### config.mk
export PLATFORM = sky130hd
export DESIGN_NAME = sc_psr_ctrl_flat
export DESIGN_NICKNAME = d
export VERILOG_FILES = /design/src/rtl/sc_psr_ctrl_if.sv /design/src/rtl/sc_psr_ctrl.sv /design/src/flat_wrapper.sv
export SDC_FILE = /design/constraint.sdc
export NUM_CORES = 1
export LEC_CHECK = 0
export CAP_MARGIN = 20
export CORE_ASPECT_RATIO = 0.6
export CORE_UTILIZATION = 41
export CTS_CLUSTER_DIAMETER = 200
export DETAILED_ROUTE_END_ITERATION = 8
export GPL_TIMING_DRIVEN = 0
export HOLD_SLACK_MARGIN = 0.08
export PLACE_DENSITY = 0.75
export SLEW_MARGIN = 20
export SYNTH_ARGS = -nofsm -noshare
export SYNTH_HDL_FRONTEND = slang
export SYNTH_SLANG_ARGS = --single-unit
### constraint.sdc
create_clock -name SC_PsrCtrl_CLOCK_50 -period 1.4 [get_ports SC_PsrCtrl_CLOCK_50]
set_input_delay 0.28 -clock SC_PsrCtrl_CLOCK_50 [delete_from_list [all_inputs] [get_ports SC_PsrCtrl_CLOCK_50]]
set_output_delay 0.28 -clock SC_PsrCtrl_CLOCK_50 [all_outputs]
set_load 0.1 [all_outputs]
### src/rtl/sc_psr_ctrl_if.sv
// PSR controller bus: ALU commit handshake, trap control, branch evaluation and PSR write port.
// Optional macro PSR_CTRL_STATS_EN adds the commit counter signal.
interface sc_psr_ctrl_if #(
  parameter int DATAWIDTH_FLAGS = 4
`ifdef PSR_CTRL_STATS_EN
  , parameter int STATS_WIDTH = 16
`endif
);
  logic [DATAWIDTH_FLAGS-1:0] SC_PsrCtrl_PsrValue;
  logic                       SC_PsrCtrl_AluReq;
  logic [DATAWIDTH_FLAGS-1:0] SC_PsrCtrl_AluFlags;
  logic                       SC_PsrCtrl_AluAck;
  logic                       SC_PsrCtrl_TrapReq;
  logic                       SC_PsrCtrl_RetReq;
  logic                       SC_PsrCtrl_InTrap;
  logic                       SC_PsrCtrl_TrapErr;
  logic [3:0]                 SC_PsrCtrl_Cond;
  logic                       SC_PsrCtrl_EvalReq;
  logic                       SC_PsrCtrl_Taken;
  logic                       SC_PsrCtrl_TakenValid;
  logic                       SC_PsrCtrl_PsrWrite_InLow;
  logic [DATAWIDTH_FLAGS-1:0] SC_PsrCtrl_PsrFlags;
`ifdef PSR_CTRL_STATS_EN
  logic [STATS_WIDTH-1:0]     SC_PsrCtrl_CommitCount;
`endif

  modport master (
    output SC_PsrCtrl_PsrValue, SC_PsrCtrl_AluReq, SC_PsrCtrl_AluFlags,
           SC_PsrCtrl_TrapReq, SC_PsrCtrl_RetReq, SC_PsrCtrl_Cond, SC_PsrCtrl_EvalReq,
    input  SC_PsrCtrl_AluAck, SC_PsrCtrl_InTrap, SC_PsrCtrl_TrapErr, SC_PsrCtrl_Taken,
           SC_PsrCtrl_TakenValid, SC_PsrCtrl_PsrWrite_InLow, SC_PsrCtrl_PsrFlags
`ifdef PSR_CTRL_STATS_EN
    , input SC_PsrCtrl_CommitCount
`endif
  );

  modport slave (
    input  SC_PsrCtrl_PsrValue, SC_PsrCtrl_AluReq, SC_PsrCtrl_AluFlags,
           SC_PsrCtrl_TrapReq, SC_PsrCtrl_RetReq, SC_PsrCtrl_Cond, SC_PsrCtrl_EvalReq,
    output SC_PsrCtrl_AluAck, SC_PsrCtrl_InTrap, SC_PsrCtrl_TrapErr, SC_PsrCtrl_Taken,
           SC_PsrCtrl_TakenValid, SC_PsrCtrl_PsrWrite_InLow, SC_PsrCtrl_PsrFlags
`ifdef PSR_CTRL_STATS_EN
    , output SC_PsrCtrl_CommitCount
`endif
  );
endinterface

### src/rtl/sc_psr_ctrl.sv
// PSR {N,Z,V,C} write-port arbiter: ALU commits, trap save/restore, SPARC branch evaluation.
// Optional macro PSR_CTRL_STATS_EN adds a saturating commit counter.
//
// state   | meaning
// INIT    | one write of FLAGS_INIT after reset, requests ignored
// IDLE    | normal context: trap entry, ALU commits
// SAVE    | write 0000, enter trap context
// TRAP    | trap context: return, ALU commits
// RESTORE | write shadow copy, leave trap context
module sc_psr_ctrl #(
  parameter int                         DATAWIDTH_FLAGS = 4,
  parameter logic [DATAWIDTH_FLAGS-1:0] FLAGS_INIT      = 4'b1111
`ifdef PSR_CTRL_STATS_EN
  , parameter int                       STATS_WIDTH     = 16
`endif
) (
  input logic           SC_PsrCtrl_CLOCK_50,
  input logic           SC_PsrCtrl_RESET_InLow,
  sc_psr_ctrl_if.slave  psr_bus
);

  typedef enum logic [2:0] {
    ST_INIT,
    ST_IDLE,
    ST_SAVE,
    ST_TRAP,
    ST_RESTORE
  } state_t;

  state_t                     state_q, state_d;
  logic [DATAWIDTH_FLAGS-1:0] shadow_q, shadow_d;
  logic [DATAWIDTH_FLAGS-1:0] flags_q, flags_d;
  logic [DATAWIDTH_FLAGS-1:0] eval_flags;
  logic                       wr_n_q, wr_n_d;
  logic                       ack_q, ack_d;
  logic                       in_trap_q, in_trap_d;
  logic                       err_q, err_d;
  logic                       taken_q, taken_d;
  logic                       valid_q, valid_d;
`ifdef PSR_CTRL_STATS_EN
  logic [STATS_WIDTH-1:0]     count_q, count_d;
`endif

  function automatic logic cond_taken(input logic [3:0] cond, input logic [3:0] f);
    logic n, z, v, c;
    logic r;
    n = f[3];
    z = f[2];
    v = f[1];
    c = f[0];
    case (cond)
      4'b0000: r = 1'b0;
      4'b0001: r = z;
      4'b0010: r = z | (n ^ v);
      4'b0011: r = n ^ v;
      4'b0100: r = c | z;
      4'b0101: r = c;
      4'b0110: r = n;
      4'b0111: r = v;
      4'b1000: r = 1'b1;
      4'b1001: r = ~z;
      4'b1010: r = ~(z | (n ^ v));
      4'b1011: r = ~(n ^ v);
      4'b1100: r = ~(c | z);
      4'b1101: r = ~c;
      4'b1110: r = ~n;
      default: r = ~v;
    endcase
    return r;
  endfunction

  // A write driven this cycle lands in the PSR only at the next edge, so bypass it.
  assign eval_flags = wr_n_q ? psr_bus.SC_PsrCtrl_PsrValue : flags_q;

  always_comb begin
    state_d   = state_q;
    shadow_d  = shadow_q;
    flags_d   = flags_q;
    wr_n_d    = 1'b1;
    ack_d     = 1'b0;
    in_trap_d = in_trap_q;
    err_d     = err_q;
    taken_d   = taken_q;
    valid_d   = psr_bus.SC_PsrCtrl_EvalReq;

    if (psr_bus.SC_PsrCtrl_EvalReq) begin
      taken_d = cond_taken(psr_bus.SC_PsrCtrl_Cond, eval_flags);
    end

    case (state_q)
      ST_INIT: begin
        wr_n_d  = 1'b0;
        flags_d = FLAGS_INIT;
        state_d = ST_IDLE;
      end
      ST_IDLE: begin
        if (psr_bus.SC_PsrCtrl_TrapReq) begin
          shadow_d = psr_bus.SC_PsrCtrl_PsrValue;
          state_d  = ST_SAVE;
        end else if (psr_bus.SC_PsrCtrl_RetReq) begin
          err_d = 1'b1;
        end else if (psr_bus.SC_PsrCtrl_AluReq) begin
          wr_n_d  = 1'b0;
          flags_d = psr_bus.SC_PsrCtrl_AluFlags;
          ack_d   = 1'b1;
        end
      end
      ST_SAVE: begin
        wr_n_d    = 1'b0;
        flags_d   = '0;
        in_trap_d = 1'b1;
        state_d   = ST_TRAP;
      end
      ST_TRAP: begin
        if (psr_bus.SC_PsrCtrl_TrapReq) begin
          err_d = 1'b1;
        end else if (psr_bus.SC_PsrCtrl_RetReq) begin
          state_d = ST_RESTORE;
        end else if (psr_bus.SC_PsrCtrl_AluReq) begin
          wr_n_d  = 1'b0;
          flags_d = psr_bus.SC_PsrCtrl_AluFlags;
          ack_d   = 1'b1;
        end
      end
      ST_RESTORE: begin
        wr_n_d    = 1'b0;
        flags_d   = shadow_q;
        in_trap_d = 1'b0;
        state_d   = ST_IDLE;
      end
      default: begin
        state_d = ST_INIT;
      end
    endcase

`ifdef PSR_CTRL_STATS_EN
    count_d = count_q;
    if (ack_d && (count_q != {STATS_WIDTH{1'b1}})) begin
      count_d = count_q + 1'b1;
    end
`endif
  end

  always_ff @(posedge SC_PsrCtrl_CLOCK_50) begin
    if (!SC_PsrCtrl_RESET_InLow) begin
      state_q   <= ST_INIT;
      shadow_q  <= FLAGS_INIT;
      flags_q   <= '0;
      wr_n_q    <= 1'b1;
      ack_q     <= 1'b0;
      in_trap_q <= 1'b0;
      err_q     <= 1'b0;
      taken_q   <= 1'b0;
      valid_q   <= 1'b0;
`ifdef PSR_CTRL_STATS_EN
      count_q   <= '0;
`endif
    end else begin
      state_q   <= state_d;
      shadow_q  <= shadow_d;
      flags_q   <= flags_d;
      wr_n_q    <= wr_n_d;
      ack_q     <= ack_d;
      in_trap_q <= in_trap_d;
      err_q     <= err_d;
      taken_q   <= taken_d;
      valid_q   <= valid_d;
`ifdef PSR_CTRL_STATS_EN
      count_q   <= count_d;
`endif
    end
  end

  assign psr_bus.SC_PsrCtrl_AluAck         = ack_q;
  assign psr_bus.SC_PsrCtrl_InTrap         = in_trap_q;
  assign psr_bus.SC_PsrCtrl_TrapErr        = err_q;
  assign psr_bus.SC_PsrCtrl_Taken          = taken_q;
  assign psr_bus.SC_PsrCtrl_TakenValid     = valid_q;
  assign psr_bus.SC_PsrCtrl_PsrWrite_InLow = wr_n_q;
  assign psr_bus.SC_PsrCtrl_PsrFlags       = flags_q;
`ifdef PSR_CTRL_STATS_EN
  assign psr_bus.SC_PsrCtrl_CommitCount    = count_q;
`endif

endmodule

### src/flat_wrapper.sv
// flat-port wrapper written by rule: the top's interface ports become plain ports
module sc_psr_ctrl_flat 
#(
  parameter int                         DATAWIDTH_FLAGS = 4,
  parameter logic [DATAWIDTH_FLAGS-1:0] FLAGS_INIT      = 4'b1111

)
  (SC_PsrCtrl_CLOCK_50, SC_PsrCtrl_RESET_InLow, psr_bus_SC_PsrCtrl_PsrValue, psr_bus_SC_PsrCtrl_AluReq, psr_bus_SC_PsrCtrl_AluFlags, psr_bus_SC_PsrCtrl_TrapReq, psr_bus_SC_PsrCtrl_RetReq, psr_bus_SC_PsrCtrl_Cond, psr_bus_SC_PsrCtrl_EvalReq, psr_bus_SC_PsrCtrl_AluAck, psr_bus_SC_PsrCtrl_InTrap, psr_bus_SC_PsrCtrl_TrapErr, psr_bus_SC_PsrCtrl_Taken, psr_bus_SC_PsrCtrl_TakenValid, psr_bus_SC_PsrCtrl_PsrWrite_InLow, psr_bus_SC_PsrCtrl_PsrFlags);
  sc_psr_ctrl_if #(.DATAWIDTH_FLAGS(DATAWIDTH_FLAGS)) psr_bus_i ();
  input logic SC_PsrCtrl_CLOCK_50;
  input logic SC_PsrCtrl_RESET_InLow;
  input wire logic [$bits(psr_bus_i.SC_PsrCtrl_PsrValue)-1:0] psr_bus_SC_PsrCtrl_PsrValue;
  input wire logic [$bits(psr_bus_i.SC_PsrCtrl_AluReq)-1:0] psr_bus_SC_PsrCtrl_AluReq;
  input wire logic [$bits(psr_bus_i.SC_PsrCtrl_AluFlags)-1:0] psr_bus_SC_PsrCtrl_AluFlags;
  input wire logic [$bits(psr_bus_i.SC_PsrCtrl_TrapReq)-1:0] psr_bus_SC_PsrCtrl_TrapReq;
  input wire logic [$bits(psr_bus_i.SC_PsrCtrl_RetReq)-1:0] psr_bus_SC_PsrCtrl_RetReq;
  input wire logic [$bits(psr_bus_i.SC_PsrCtrl_Cond)-1:0] psr_bus_SC_PsrCtrl_Cond;
  input wire logic [$bits(psr_bus_i.SC_PsrCtrl_EvalReq)-1:0] psr_bus_SC_PsrCtrl_EvalReq;
  output wire logic [$bits(psr_bus_i.SC_PsrCtrl_AluAck)-1:0] psr_bus_SC_PsrCtrl_AluAck;
  output wire logic [$bits(psr_bus_i.SC_PsrCtrl_InTrap)-1:0] psr_bus_SC_PsrCtrl_InTrap;
  output wire logic [$bits(psr_bus_i.SC_PsrCtrl_TrapErr)-1:0] psr_bus_SC_PsrCtrl_TrapErr;
  output wire logic [$bits(psr_bus_i.SC_PsrCtrl_Taken)-1:0] psr_bus_SC_PsrCtrl_Taken;
  output wire logic [$bits(psr_bus_i.SC_PsrCtrl_TakenValid)-1:0] psr_bus_SC_PsrCtrl_TakenValid;
  output wire logic [$bits(psr_bus_i.SC_PsrCtrl_PsrWrite_InLow)-1:0] psr_bus_SC_PsrCtrl_PsrWrite_InLow;
  output wire logic [$bits(psr_bus_i.SC_PsrCtrl_PsrFlags)-1:0] psr_bus_SC_PsrCtrl_PsrFlags;
  assign psr_bus_i.SC_PsrCtrl_PsrValue = psr_bus_SC_PsrCtrl_PsrValue;
  assign psr_bus_i.SC_PsrCtrl_AluReq = psr_bus_SC_PsrCtrl_AluReq;
  assign psr_bus_i.SC_PsrCtrl_AluFlags = psr_bus_SC_PsrCtrl_AluFlags;
  assign psr_bus_i.SC_PsrCtrl_TrapReq = psr_bus_SC_PsrCtrl_TrapReq;
  assign psr_bus_i.SC_PsrCtrl_RetReq = psr_bus_SC_PsrCtrl_RetReq;
  assign psr_bus_i.SC_PsrCtrl_Cond = psr_bus_SC_PsrCtrl_Cond;
  assign psr_bus_i.SC_PsrCtrl_EvalReq = psr_bus_SC_PsrCtrl_EvalReq;
  assign psr_bus_SC_PsrCtrl_AluAck = psr_bus_i.SC_PsrCtrl_AluAck;
  assign psr_bus_SC_PsrCtrl_InTrap = psr_bus_i.SC_PsrCtrl_InTrap;
  assign psr_bus_SC_PsrCtrl_TrapErr = psr_bus_i.SC_PsrCtrl_TrapErr;
  assign psr_bus_SC_PsrCtrl_Taken = psr_bus_i.SC_PsrCtrl_Taken;
  assign psr_bus_SC_PsrCtrl_TakenValid = psr_bus_i.SC_PsrCtrl_TakenValid;
  assign psr_bus_SC_PsrCtrl_PsrWrite_InLow = psr_bus_i.SC_PsrCtrl_PsrWrite_InLow;
  assign psr_bus_SC_PsrCtrl_PsrFlags = psr_bus_i.SC_PsrCtrl_PsrFlags;
  sc_psr_ctrl #(.DATAWIDTH_FLAGS(DATAWIDTH_FLAGS), .FLAGS_INIT(FLAGS_INIT)) u_core (.SC_PsrCtrl_CLOCK_50(SC_PsrCtrl_CLOCK_50), .SC_PsrCtrl_RESET_InLow(SC_PsrCtrl_RESET_InLow), .psr_bus(psr_bus_i));
endmodule
### Word-level counts from Yosys, hierarchy flattened

Cells that the tools add are included.

| storage, ports and cells | value |
|---|---|
| bits in registers | 17 |
| input port bits | 18 |
| output and inout port bits | 10 |
| word-level logic and storage cells | 81 |

| operators by class | value |
|---|---|
| equality and inequality tests | 27 |
| mux-type cells | 20 |
| bitwise logic cells | 12 |
| reductions and logical operators | 13 |

Operators by type and width:

| kind | count |
|---|---|
| $eq 4x4->1 const B | 7 |
| $eq 4x3->1 const B | 4 |
| $mux 4 | 4 |
| $ne 2x2->1 const B | 8 |
| $pmux 4 s4 | 1 |
| $pmux 1 s15 | 1 |
| $pmux 3 s4 | 1 |
| $mux 3 | 3 |
| $not 1->1 | 9 |
| $eq 4x2->1 const B | 2 |
| $reduce_and 4->1 | 2 |
| $mux 1 | 7 |
| $eq 3x2->1 const B | 2 |
| $pmux 1 s2 | 3 |
| $eq 4x1->1 const B | 1 |
| $logic_not 4->1 | 1 |
| $reduce_bool 2->1 | 2 |
| $reduce_bool 4->1 | 1 |
| $reduce_or 2->1 | 2 |
| $reduce_or 4->1 | 1 |
| $eq 3x1->1 const B | 1 |
| $eq 3x3->1 const B | 1 |
| $logic_not 3->1 | 1 |
| $reduce_and 3->1 | 1 |
| other kinds (5) | 6 |

### Depth between registers and ports, before layout

| logic depth | value |
|---|---|
| word-level depth | 5 |
| mapped depth | 6 |
| mapped depth without buffers | 5 |

### Worst setup path before layout

No wires, ideal clock.

| path | value |
|---|---|
| kind | register -> register |
| from | register u_core.wr_n_q, in the netlist u_core.psr_bus.SC_PsrCtrl_PsrWrite_InLow |
| to | register u_core.taken_q, in the netlist u_core.psr_bus.SC_PsrCtrl_Taken |
| library setup time | 0.074 ns |
| arrival | 1.984 ns |
| required time | 1.326 ns |
| setup slack | -0.658 ns |
| stages on the path, launching flop included | 7 |
| buffers on the path | 1 |
| clock period less this slack | 2.058 ns |
| cells stage by stage | dfxtp_1 -> buf_6 -> mux2_4 -> a211oi_1 -> or3_1 -> o21ai_1 -> a31oi_1 |

| on the way | value |
|---|---|
| longest elaborated chain between the ends | 5 |
| elaborated cells on any way between the ends | 12 |
| those cells by class | 2 x mux; 10 x bitwise |

RTL lines:

| item | RTL line | source |
|---|---|---|
| from (decl) | sc_psr_ctrl.sv:34 | `logic wr_n_q, wr_n_d;` |
| from (signal assigned) | sc_psr_ctrl.sv:162 | `wr_n_q <= wr_n_d;` |
| $mux 4 (*) | sc_psr_ctrl.sv:73 | `assign eval_flags = wr_n_q ? psr_bus.SC_PsrCtrl_PsrValue : flags_q;` |
| $xor 1x1->1 | - |  |
| $or 1x1->1 | sc_psr_ctrl.sv:54, sc_psr_ctrl.sv:62 |  |
| $not 1->1 | sc_psr_ctrl.sv:62 | `4'b1010: r = ~(z \| (n ^ v));` |
| $pmux 1 s15 (*) | sc_psr_ctrl.sv:51 | `case (cond)` |
| to (signal assigned) | sc_psr_ctrl.sv:166 | `taken_q <= taken_d;` |
| to (decl) | sc_psr_ctrl.sv:38 | `logic taken_q, taken_d;` |

Every way passes the cells marked *; elsewhere a longest branch is shown, timed or not.
A chain may end at the register's enable or synchronous reset.

### Worst setup path in the final report

Ends and elaborated chain as after synthesis.

==> impl_metrics.tcl <==
set metrics [dict create \
    async_reset_ff_share_pct 0 \
    cp_slowest_cell "dfxtp_4" \
    period_needed_ns 1.42 \
    seqPwrFrac_pct 39.2 \
    min_from "psr_bus_SC_PsrCtrl_TrapReq" \
    rows 13 \
    violations "setup timing" \
    drtAntennaViolNets 0 \
    fillers 202 \
    arrival_ns 1.58 \
    dr.first_iter.drc_count 91 \
    power.share.switching_pct 37.7 \
    grt_setup_unrepaired "true" \
    synth_cell_types 35 \
    clockRootBuffer "clkbuf_8" \
    port-buffer-count 25 \
    ys_warn_count 0 \
    start_util_pct 43.9 \
    synth_edf_count 0 \
    cp_max_fo 7 \
    grt_remaining_overflow 0 \
    gp_congestion 0.898 \
    grt_pass1_wl_um 3940 \
    syn_nets 134 \
    drive_above_1_share_pct 28.6 \
    yosys.area_share.simple_pct 19.2 \
    vias 1012 \
    cp-start-kind "register" \
    antenna_found_initial 0 \
    yosys_register_bits 17 \
    cts_hold_buf 0 \
    maxCapViolations 0 \
    cts_buffers 3 \
    switchingPower_w 0.000533 \
    grt_util_all_layers_pct 22.1 \
    fmax_mhz 706 \
    avgViaCountPerCell 5.72 \
    hold_viol 0 \
    io-pin-count 28 \
    path_clk_slew_ns 0.07 \
    nets 166 \
    dieArea_sq_mm 0.00256 \
    ys.flop_type "dfxtp_1" \
    synth_fa_ha_area_share_pct 0 \
    stdcell_count 177 \
    setup_tns_ns -0.0155 \
    synth_mux_area_share_pct 9.86 \
    cts_tree "built" \
    power_density_mw_per_mm2 1060 \
    syn_avg_cell_area_sq_um 8.32 \
    finalCritPeriodShare_pct 101 \
    crit_buf_inv 0 \
    intPower_w 0.000880 \
    hold_class "in2reg" \
    clock_latency_ns 0.26 \
    tightest_slew_ns 0.512 \
    cp.required_ns 1.57 \
    max_stage_delay_ns 0.40 \
    pre_cts_ws_ns -0.526 \
    pwr-share-clk_pct 26.8 \
    synth-compound-area-share_pct 26.1 \
    htreeDepth 1 \
    synth_xor_area_share_pct 2.72 \
    reg2reg_from "u_core.psr_bus.SC_PsrCtrl_PsrWrite_InLow$_SDFF_PN1_" \
    slew_violations 0 \
    cellLeakagePower_nw 0.592 \
    p_comb_share_pct 34.0 \
    routed_wirelength_um 2600 \
    post_drt_wl_per_cell_um 14.7 \
    clk_path_buf_depth 2 \
    slew_headroom_pct 66.2 \
    dp_hpwl_um 1870 \
    crit_path_start "u_core.psr_bus.SC_PsrCtrl_PsrWrite_InLow$_SDFF_PN1_" \
    critical_path_class "reg2reg" \
    syn_to_final_growth_pct 38.1 \
    endpoint_kind "register" \
    cp_top_family "compound AO/OA/AOI/OAI gates" \
    seq_area_frac_synth_pct 35.3 \
    synth_top_family_by_area "compound AO/OA/AOI/OAI gates" \
    skew_ns 0.000755 \
    chipWidth_um 64.6 \
    setup_violations 1 \
    vdd_ir_drop_max_uv 592 \
    die_y_um 39.6 \
    grt_max_degree 11 \
    worst_slack_ns -0.0155 \
    status "finished, violations left" \
    diodes 0 \
    coreArea_sq_mm 0.00220 \
    postSynthCellCount 116 \
    drt-pass1-iter-count 4 \
    dpl.cell_count 171 \
    path_cells "mux2_4 > a211oi_2 > or3_1 > o21ai_1 > a31oi_1" \
    synth_area_sq_um 965 \
    grt_pass1_vias 782 \
    cts.sinks 17 \
    drc 0 \
]
## per-stage QoR
stage	power, W	util, %	hold slack (ns)	instance area (sq um)
detailed placement	0.00104	57.8	0.462	1270
global route	0.00148	60.7	0.323	1330
finish	0.00141	60.7	0.310	1330
floorplan	0.000893	-	0.402	981
CTS	0.00139	59.1	0.312	1300
global placement	0.00103	57.8	0.449	1270
## metal layers
layer / wire [um] / share of wire [%] / track usage (%) / vias up
met5: 0 / 0 / 0 / -
met4: 19 / 0.73 / 6.67 / 0
met3: 210 / 8.1 / 6.98 / 4
met2: 1100 / 43 / 31.1 / 43
met1: 1260 / 49 / 31.6 / 477
li1: - / - / - / 488
## final timing paths
kind                                               endpoint  slack (ns)  cells past startpoint
max            u_core.psr_bus.SC_PsrCtrl_Taken$_SDFFE_PN0P_       -0.02                      5
min                          u_core.state_q[2]$_SDFFE_PN0P_        0.31                      2
max reg2reg    u_core.psr_bus.SC_PsrCtrl_Taken$_SDFFE_PN0P_       -0.02                      5
min reg2reg  u_core.psr_bus.SC_PsrCtrl_TrapErr$_SDFFE_PN0P_        0.47                      1
## sequential cells by signal (all words and copies together) (netlist names)
signal	flops
u_core.shadow_q	4
u_core.psr_bus.SC_PsrCtrl_PsrWrite_InLow	1
u_core.psr_bus.SC_PsrCtrl_AluAck	1
u_core.psr_bus.SC_PsrCtrl_Taken	1
u_core.state_q	3
u_core.psr_bus.SC_PsrCtrl_PsrFlags	4
u_core.psr_bus.SC_PsrCtrl_TrapErr	1
u_core.psr_bus.SC_PsrCtrl_InTrap	1
u_core.psr_bus.SC_PsrCtrl_TakenValid	1
## power groups by stage
stage | logic, W | registers (W) | clock network [W]
2_1_floorplan | 0.000170 | 0.000723 | 0
3_3_place_gp | 0.000472 | 0.000555 | 0
3_5_place_dp | 0.000478 | 0.000557 | 0
4_1_cts | 0.000461 | 0.000550 | 0.000381
5_1_grt | 0.000507 | 0.000558 | 0.000414
6_report | 0.000481 | 0.000553 | 0.000379
## cell families (layout without fill, tap and decap cells)
kind of cell,Yosys count,in the layout
xor+xnor,3,3
mux,9,9
compound gates,37,37
buf+inv,14,45
simple gates,36,36
flops,17,17
## Yosys cell counts, types with 2 or more instances
master / count / area (sq um)
a21boi_0: 4 / 30.0
nor2b_1: 2 / 12.5
buf_2: 3 / 15.0
nor3b_1: 3 / 22.5
inv_1: 7 / 26.3
o21a_1: 2 / 15.0
nand2_1: 16 / 60.1
a211oi_1: 2 / 15.0
mux2i_1: 8 / 80.1
nor2_1: 5 / 18.8
xnor2_1: 3 / 26.3
clkbuf_2: 2 / 10.0
dfxtp_1: 17 / 340
o21ai_0: 7 / 35.0
a21oi_1: 7 / 35.0
a2111oi_0: 2 / 17.5
a31oi_1: 2 / 12.5
nor3_1: 2 / 10.0
and2_1: 2 / 12.5
o221ai_1: 5 / 43.8
## final cells by class
| class | instances | area [sq um] | area share [%] |
|---|---|---|---|
| clock inverter | 1 | 5.00 | 0.376 |
| inverter | 7 | 26.3 | 1.97 |
| buffer | 6 | 30.0 | 2.25 |
| clock buffer | 3 | 41.3 | 3.10 |
| sequential | 17 | 353 | 26.5 |
| multi-input combinational | 85 | 608 | 45.6 |
| tap | 30 | 37.5 | 2.82 |
| timing repair buffer | 28 | 231 | 17.4 |
## worst reg2reg max path: stages (launching register included)
cell	delay, ns
dfxtp_4	0.40
mux2_4	0.34
a211oi_2	0.17
or3_1	0.14
o21ai_1	0.07
a31oi_1	0.21
## repair_timing
item	CTS	global route
pin swaps	6	4
setup buffers	3	0
cloned	0	0
resized for setup	56	22
setup endpoints to repair	19	12
## layout by cell type (no fill, tap or decap), types with 4 or more instances in the layout
cell,instances
a21oi_1,7
dfxtp_1,11
o21ai_0,4
nand2_1,16
mux2i_1,6
clkdlybuf4s50_1,8
buf_2,12
nor2_1,4
dfxtp_2,4
inv_1,6
o221ai_1,5
Note: power is estimated with default switching activity, not from simulation.
